===== src/rtl/fc_layer_sequencer.sv =====
`default_nettype none
// ============================================================================
//  Module   : fc_layer_sequencer
//  Purpose  : Time-multiplexed controller for one fully connected layer.
//             A latched input vector is multiplied against LAYER_WIDTH^2
//             weights streamed from a synchronous weight memory, one word per
//             cycle, through a single MAC. The finished output vector is
//             offered downstream through a valid/ready handshake.
//  Ports    : clk, rst            clock / asynchronous active-high reset
//             in_valid, in_ready  input-vector handshake
//             input_vector        element i at [i*DATA_WIDTH +: DATA_WIDTH]
//             w_rd_en, w_addr     weight memory read strobe / address
//             w_data              weight read data, valid one cycle after strobe
//             out_valid, out_ready output-vector handshake
//             output_vector       element j at [j*DATA_WIDTH +: DATA_WIDTH]
//             busy                sequencer is not idle
//  Revision : 1.0  initial release
// ============================================================================
module fc_layer_sequencer #(
  parameter int DATA_WIDTH  = 4,
  parameter int LAYER_WIDTH = 2,
  parameter int ADDR_WIDTH  = $clog2(LAYER_WIDTH*LAYER_WIDTH)
) (
  input  logic                              clk,
  input  logic                              rst,
  input  logic                              in_valid,
  output logic                              in_ready,
  input  logic [DATA_WIDTH*LAYER_WIDTH-1:0] input_vector,
  output logic                              w_rd_en,
  output logic [ADDR_WIDTH-1:0]             w_addr,
  input  logic [DATA_WIDTH-1:0]             w_data,
  output logic                              out_valid,
  input  logic                              out_ready,
  output logic [DATA_WIDTH*LAYER_WIDTH-1:0] output_vector,
  output logic                              busy
);

  localparam int                    N         = LAYER_WIDTH * LAYER_WIDTH;
  localparam logic [ADDR_WIDTH-1:0] LAST_ADDR = ADDR_WIDTH'(N - 1);

  localparam logic [1:0] S_IDLE  = 2'd0;
  localparam logic [1:0] S_RUN   = 2'd1;
  localparam logic [1:0] S_DRAIN = 2'd2;
  localparam logic [1:0] S_DONE  = 2'd3;

  logic [1:0]                        state_q, state_d;
  logic [ADDR_WIDTH-1:0]             cnt_q, cnt_d;
  logic                              pend_q;
  logic [ADDR_WIDTH-1:0]             paddr_q;
  logic [DATA_WIDTH-1:0]             in_q   [LAYER_WIDTH];
  logic [DATA_WIDTH-1:0]             acc_q  [LAYER_WIDTH];
  logic [DATA_WIDTH-1:0]             acc_d  [LAYER_WIDTH];
  logic [DATA_WIDTH*LAYER_WIDTH-1:0] acc_flat;
  logic [DATA_WIDTH*LAYER_WIDTH-1:0] out_q;
  logic                              accept;

  assign accept = in_valid & in_ready;

  // --------------------------------------------------------------------------
  // State register
  // --------------------------------------------------------------------------
  always_ff @(posedge clk or posedge rst) begin
    if (rst) begin
      state_q <= S_IDLE;
      cnt_q   <= '0;
    end else begin
      state_q <= state_d;
      cnt_q   <= cnt_d;
    end
  end

  // --------------------------------------------------------------------------
  // Next-state logic
  // --------------------------------------------------------------------------
  always_comb begin
    state_d = state_q;
    cnt_d   = cnt_q;
    case (state_q)
      S_IDLE: begin
        if (accept) begin
          state_d = S_RUN;
          cnt_d   = '0;
        end
      end
      S_RUN: begin
        if (cnt_q == LAST_ADDR) begin
          state_d = S_DRAIN;
          cnt_d   = '0;
        end else begin
          cnt_d = cnt_q + ADDR_WIDTH'(1);
        end
      end
      S_DRAIN: state_d = S_DONE;
      S_DONE: begin
        if (out_ready) state_d = S_IDLE;
      end
      default: begin
        state_d = S_IDLE;
        cnt_d   = '0;
      end
    endcase
  end

  // --------------------------------------------------------------------------
  // Output logic. in_ready is forced low while reset is asserted so that an
  // upstream stage never sees a handshake during reset.
  // --------------------------------------------------------------------------
  always_comb begin
    in_ready  = (state_q == S_IDLE) && !rst;
    w_rd_en   = (state_q == S_RUN);
    w_addr    = (state_q == S_RUN) ? cnt_q : '0;
    out_valid = (state_q == S_DONE);
    busy      = (state_q != S_IDLE);
  end

  assign output_vector = out_q;

  // --------------------------------------------------------------------------
  // MAC update for the word returning this cycle. The pending address k maps
  // to input element i = k / LAYER_WIDTH and output column j = k % LAYER_WIDTH;
  // the decode is done by matching against every constant (i, j) pair so no
  // divider is needed. Products and sums wrap at DATA_WIDTH bits.
  // --------------------------------------------------------------------------
  always_comb begin
    for (int j = 0; j < LAYER_WIDTH; j++) begin
      acc_d[j] = acc_q[j];
    end
    if (pend_q) begin
      for (int i = 0; i < LAYER_WIDTH; i++) begin
        for (int j = 0; j < LAYER_WIDTH; j++) begin
          if (paddr_q == ADDR_WIDTH'(i*LAYER_WIDTH + j)) begin
            acc_d[j] = acc_q[j] + in_q[i] * w_data;
          end
        end
      end
    end
  end

  always_comb begin
    acc_flat = '0;
    for (int j = 0; j < LAYER_WIDTH; j++) begin
      acc_flat[j*DATA_WIDTH +: DATA_WIDTH] = acc_d[j];
    end
  end

  // --------------------------------------------------------------------------
  // Datapath registers. The pending flag/address track the read issued in the
  // previous cycle; clearing them on reset drops any read still in flight.
  // The output register is loaded from the updated accumulators in DRAIN so
  // the final returning word is included.
  // --------------------------------------------------------------------------
  always_ff @(posedge clk or posedge rst) begin
    if (rst) begin
      pend_q  <= 1'b0;
      paddr_q <= '0;
      out_q   <= '0;
      for (int i = 0; i < LAYER_WIDTH; i++) begin
        in_q[i]  <= '0;
        acc_q[i] <= '0;
      end
    end else begin
      pend_q  <= w_rd_en;
      paddr_q <= w_addr;
      if (accept) begin
        for (int i = 0; i < LAYER_WIDTH; i++) begin
          in_q[i]  <= input_vector[i*DATA_WIDTH +: DATA_WIDTH];
          acc_q[i] <= '0;
        end
      end else begin
        for (int i = 0; i < LAYER_WIDTH; i++) begin
          acc_q[i] <= acc_d[i];
        end
      end
      if (state_q == S_DRAIN) begin
        out_q <= acc_flat;
      end
    end
  end

endmodule
`default_nettype wire


===== config.mk =====
export PLATFORM = sky130hd
export DESIGN_NAME = fc_layer_sequencer
export DESIGN_NICKNAME = d
export VERILOG_FILES = /design/src/rtl/fc_layer_sequencer.sv
export SDC_FILE = /design/constraint.sdc
export NUM_CORES = 1
export LEC_CHECK = 0
export BUFFER_PORTS_ARGS = -buffer_cell sky130_fd_sc_hd__buf_2
export CAP_MARGIN = 20
export CORE_MARGIN = 2
export CORE_UTILIZATION = 37
export CTS_CLUSTER_DIAMETER = 120
export CTS_CLUSTER_SIZE = 30
export DETAILED_ROUTE_END_ITERATION = 7
export SETUP_SLACK_MARGIN = 0.05
export SYNTH_ARGS = -nofsm -noshare
export SYNTH_HDL_FRONTEND = slang
export SYNTH_SLANG_ARGS = --single-unit

===== constraint.sdc =====
create_clock -name clk -period 4.5 [get_ports clk]
set_input_delay 0.9 -clock clk [delete_from_list [all_inputs] [get_ports clk]]
set_output_delay 0.9 -clock clk [all_outputs]
set_load 0.005 [all_outputs]

==> summary.txt <==
Placement
  – DPL Wire Length: about 3300 µm
  – PortBufs: 29
  – Area after DPL: approximately 2400 µm²
  – GPL Wtd Cong: 0.8168

Clock tree
  – Clock Latency Late Sink: roughly 0.28 ns
  – CTS clk-pin slew, worst paths: 0.07 ns
  – CTS Hold Buffers Added: 0
  – Setup bufs post-CTS: 0
  – Num CTS Buffers: 5
  – Root Buffer: clkbuf_8
  – Clock sinks: 31
  – CTS tree: built
  – Deepest clock path buffer count: 2
  – Post-CTS Resized: 0
  – CTS H-Tree Depth: 2

Timing
  – Max_slew headroom: 0.5546
  – Final Setup Violations: 0
  – Period minus WS final: 3.293 ns
  – Setup TNS: 0 ns
  – Unrepaired setup endpoints after global routing: false
  – Final Hold Viols: 0
  – Clock Skew: 0.007060 ns
  – Worst-Margin Slew: 0.6681 ns
  – Maximum clock rate: 303.7 MHz
  – Slew Viols, Final: 0
  – Period utilisation layout: 0.7318

Critical path
  – Crit Path Category: in -> reg
  – Critical path's most frequent cell: ha_1
  – Crit-path cells: buf_2, and2_1, ha_1, ha_1, ha_1, xnor2_1, xnor2_1, xnor3_1, xor2_1, or3_4, mux2_4, a31oi_2
  – CP endpoint kind: register
  – Reg2reg start: in_q[4]
  – Slowest CP cell: or3_4
  – CP Data Arrival Time: 3.50 ns
  – CP Launch Point: w_data[2]
  – Worst Path Max Fanout: 4
  – CP required: 4.71 ns
  – Max stage delay on crit path: 0.35 ns
  – Worst setup SP type: primary input

Drt
  – Final ANT Viol Nets: 0
  – Wire per inst: 12.58 µm
  – Detailed-route DRC error count: 0
  – Drt first pass iters: 4
  – Vias post-DR: 1681
  – Final WL: 4316 µm
  – Vias per cell: 4.901
  – 1st-iter DRT viols: 97

Synth
  – Leading area contributor after synthesis: dfrtp_1
  – Post-synth top area share: 0.3535
  – Post-synthesis sequential area ratio: 0.3535
  – Synth Net Count: roughly 280
  – Post-Synthesis Cells: 237
  – Post-synth ARST share: 1.000
  – Post-Syn Area per Cell: 9.260 µm²
  – Number of synthesized flops with an enable pin: 0
  – Mapped Area: 2195 µm²
  – Yosys cell types: 36
  – Synthesized flop and latch total: 31
  – Warnings, synthesis: 0
  – Post-synth top flop: dfrtp_1
  – Synth top area cells: dfrtp_1 35%, ha_1 15%, nand2_1 7.0%, xnor2_1 5.2%, and2_1 4.0%

Layout
  – Fillers: 601
  – Register area: around 780 µm²
  – Ratio of cells with drive above 1 in the final layout: 0.1567
  – Diode count: 0
  – Layout Utilization: 0.4324
  – Area of the multi-input gates: 1325 µm²
  – Area delta synth->final: 14.60%
  – Post-route design area: 2515 µm²
  – Final nets: 313
  – Commonest non-fill, non-tap cell in the layout: nand2_1
  – Most frequent cells in the layout: 41 x nand2_1, 31 x dfrtp_1, 29 x buf_2

Global routing
  – Vias in the first global route: 1543
  – Total Routing Usage GR: 0.1434
  – First-pass GRT wire length: about 7300 µm
  – Largest net degree at the start of global routing: 33
  – GRT overflow: 0
  – Initial antenna violation count: 0

Power
  – Switching Share: 0.4283
  – Logic pwr share: 0.559
  – Register share of total power: 0.304
  – Peak supply drop: 0.2972 mV
  – P per Cell Area: 705.0 nW/µm²
  – Leak: 1.283 nW
  – Int Power: approximately 1.0 mW
  – Clock power frac: 0.138
  – Switch Pwr: 759.4 µW

Die
  – I/O pin count: 30
  – Die width: 81.02 µm
  – Initial Utilization: 0.3774
  – Die area: 6563 µm²
  – Core area: 5816 µm²
  – Site Rows: 28
  – Die Y: slightly above 80 µm

Run
  – Maxcap violations: 0

Hold path
  – Hold WC Path Type: reg -> reg
  – Hold_sp: in_q[7]

Run status
  – Outcome: finished clean
==> per-layer routing <==
| layer | GRT usage | vias to the layer above | share of wire |
|---|---|---|---|
| met5 | 0 | - | 0 |
| met4 | 0.05424 | 0 | 0.014 |
| li1 | - | 851 | - |
| met3 | 0.03556 | 6 | 0.037 |
| met1 | 0.1917 | 796 | 0.49 |
| met2 | 0.2240 | 28 | 0.46 |
==> power by group through the flow <==
stage                     sequential [mW]  combinational [mW]  clock (mW)
after floorplan                     0.499               0.798           0
after global placement              0.544               0.984           0
after detailed placement            0.545               0.998           0
after CTS                           0.540                1.01       0.252
after global routing                0.561                1.14       0.264
final                               0.539               0.990       0.244
==> sequential cells by signal, indices dropped and copies added (netlist names) <==
signal	flops
state_q	2
in_q	8
acc_q	8
paddr_q	2
pend_q	1
cnt_q	2
output_vector	8
==> final timing paths <==
| kind | to | slack (ns) | cells after the start |
|---|---|---|---|
| max | acc_q[3] | 1.21 | 12 |
| min | in_q[7] | 0.48 | 2 |
| max reg2reg | acc_q[3] | 1.52 | 11 |
| min reg2reg | in_q[7] | 0.48 | 2 |
| max in group asynchronous | output_vector[1] | 3.51 | 3 |
| min in group asynchronous | acc_q[7] | 0.70 | 3 |
==> final cells by class <==
| class | count | share of cell area |
|---|---|---|
| inverters | 18 | 0.02687 |
| repair buffers | 30 | 0.06070 |
| multi-input cells | 181 | 0.5269 |
| flip-flops and latches | 31 | 0.3085 |
| well taps | 75 | 0.03731 |
| clock buffers | 8 | 0.03980 |
==> synth_stat cells (2+ instances only) <==
master / instances
clkbuf_1: 7
ha_1: 26
mux2i_1: 6
a31oi_1: 2
fa_1: 4
and2_1: 14
nor2_1: 18
a32o_1: 2
nand4_1: 2
a21o_1: 4
xor2_1: 6
inv_1: 18
nand2_1: 41
and3_1: 2
a211oi_1: 4
o31ai_1: 2
xnor2_1: 13
o21ai_0: 5
a21oi_1: 14
dfrtp_1: 31
==> cell families after synthesis <==
logic type | count (synthesis) | synth area share
muxes | 7 | 0.03421
AOI/OAI and AO/OA | 38 | 0.1135
buffers and inverters | 25 | 0.04276
adders and majority gates | 30 | 0.1847
DFF | 31 | 0.3535
xor gates and xnor gates | 21 | 0.09350
and+or+nand+nor | 85 | 0.1779
==> metrics by stage <==
| stage | instances | setup WS [ns] | total power [mW] | hold WS [ns] |
|---|---|---|---|---|
| final | 343 | 1.207 | 1.773 | 0.4809 |
| after detailed placement | 335 | 0.9172 | 1.542 | 0.4710 |
| after floorplan | 237 | 1.145 | 1.296 | 0.4455 |
| after CTS | 343 | 1.199 | 1.798 | 0.4874 |
| after global routing | 343 | 1.099 | 1.963 | 0.5184 |
| after global placement | 335 | 0.9387 | 1.529 | 0.4627 |
==> critical path, delay by kind of cell <==
family,cells,cell delay (ns)
AO/OA/AOI/OAI,1,0.11
XOR/XNOR,4,0.77
adder cells (fa/ha/maj),3,0.79
buffers and inverters,1,0.12
multiplexers,1,0.31
AND/OR/NAND/NOR,2,0.50
(Power assumes the default switching activity.)
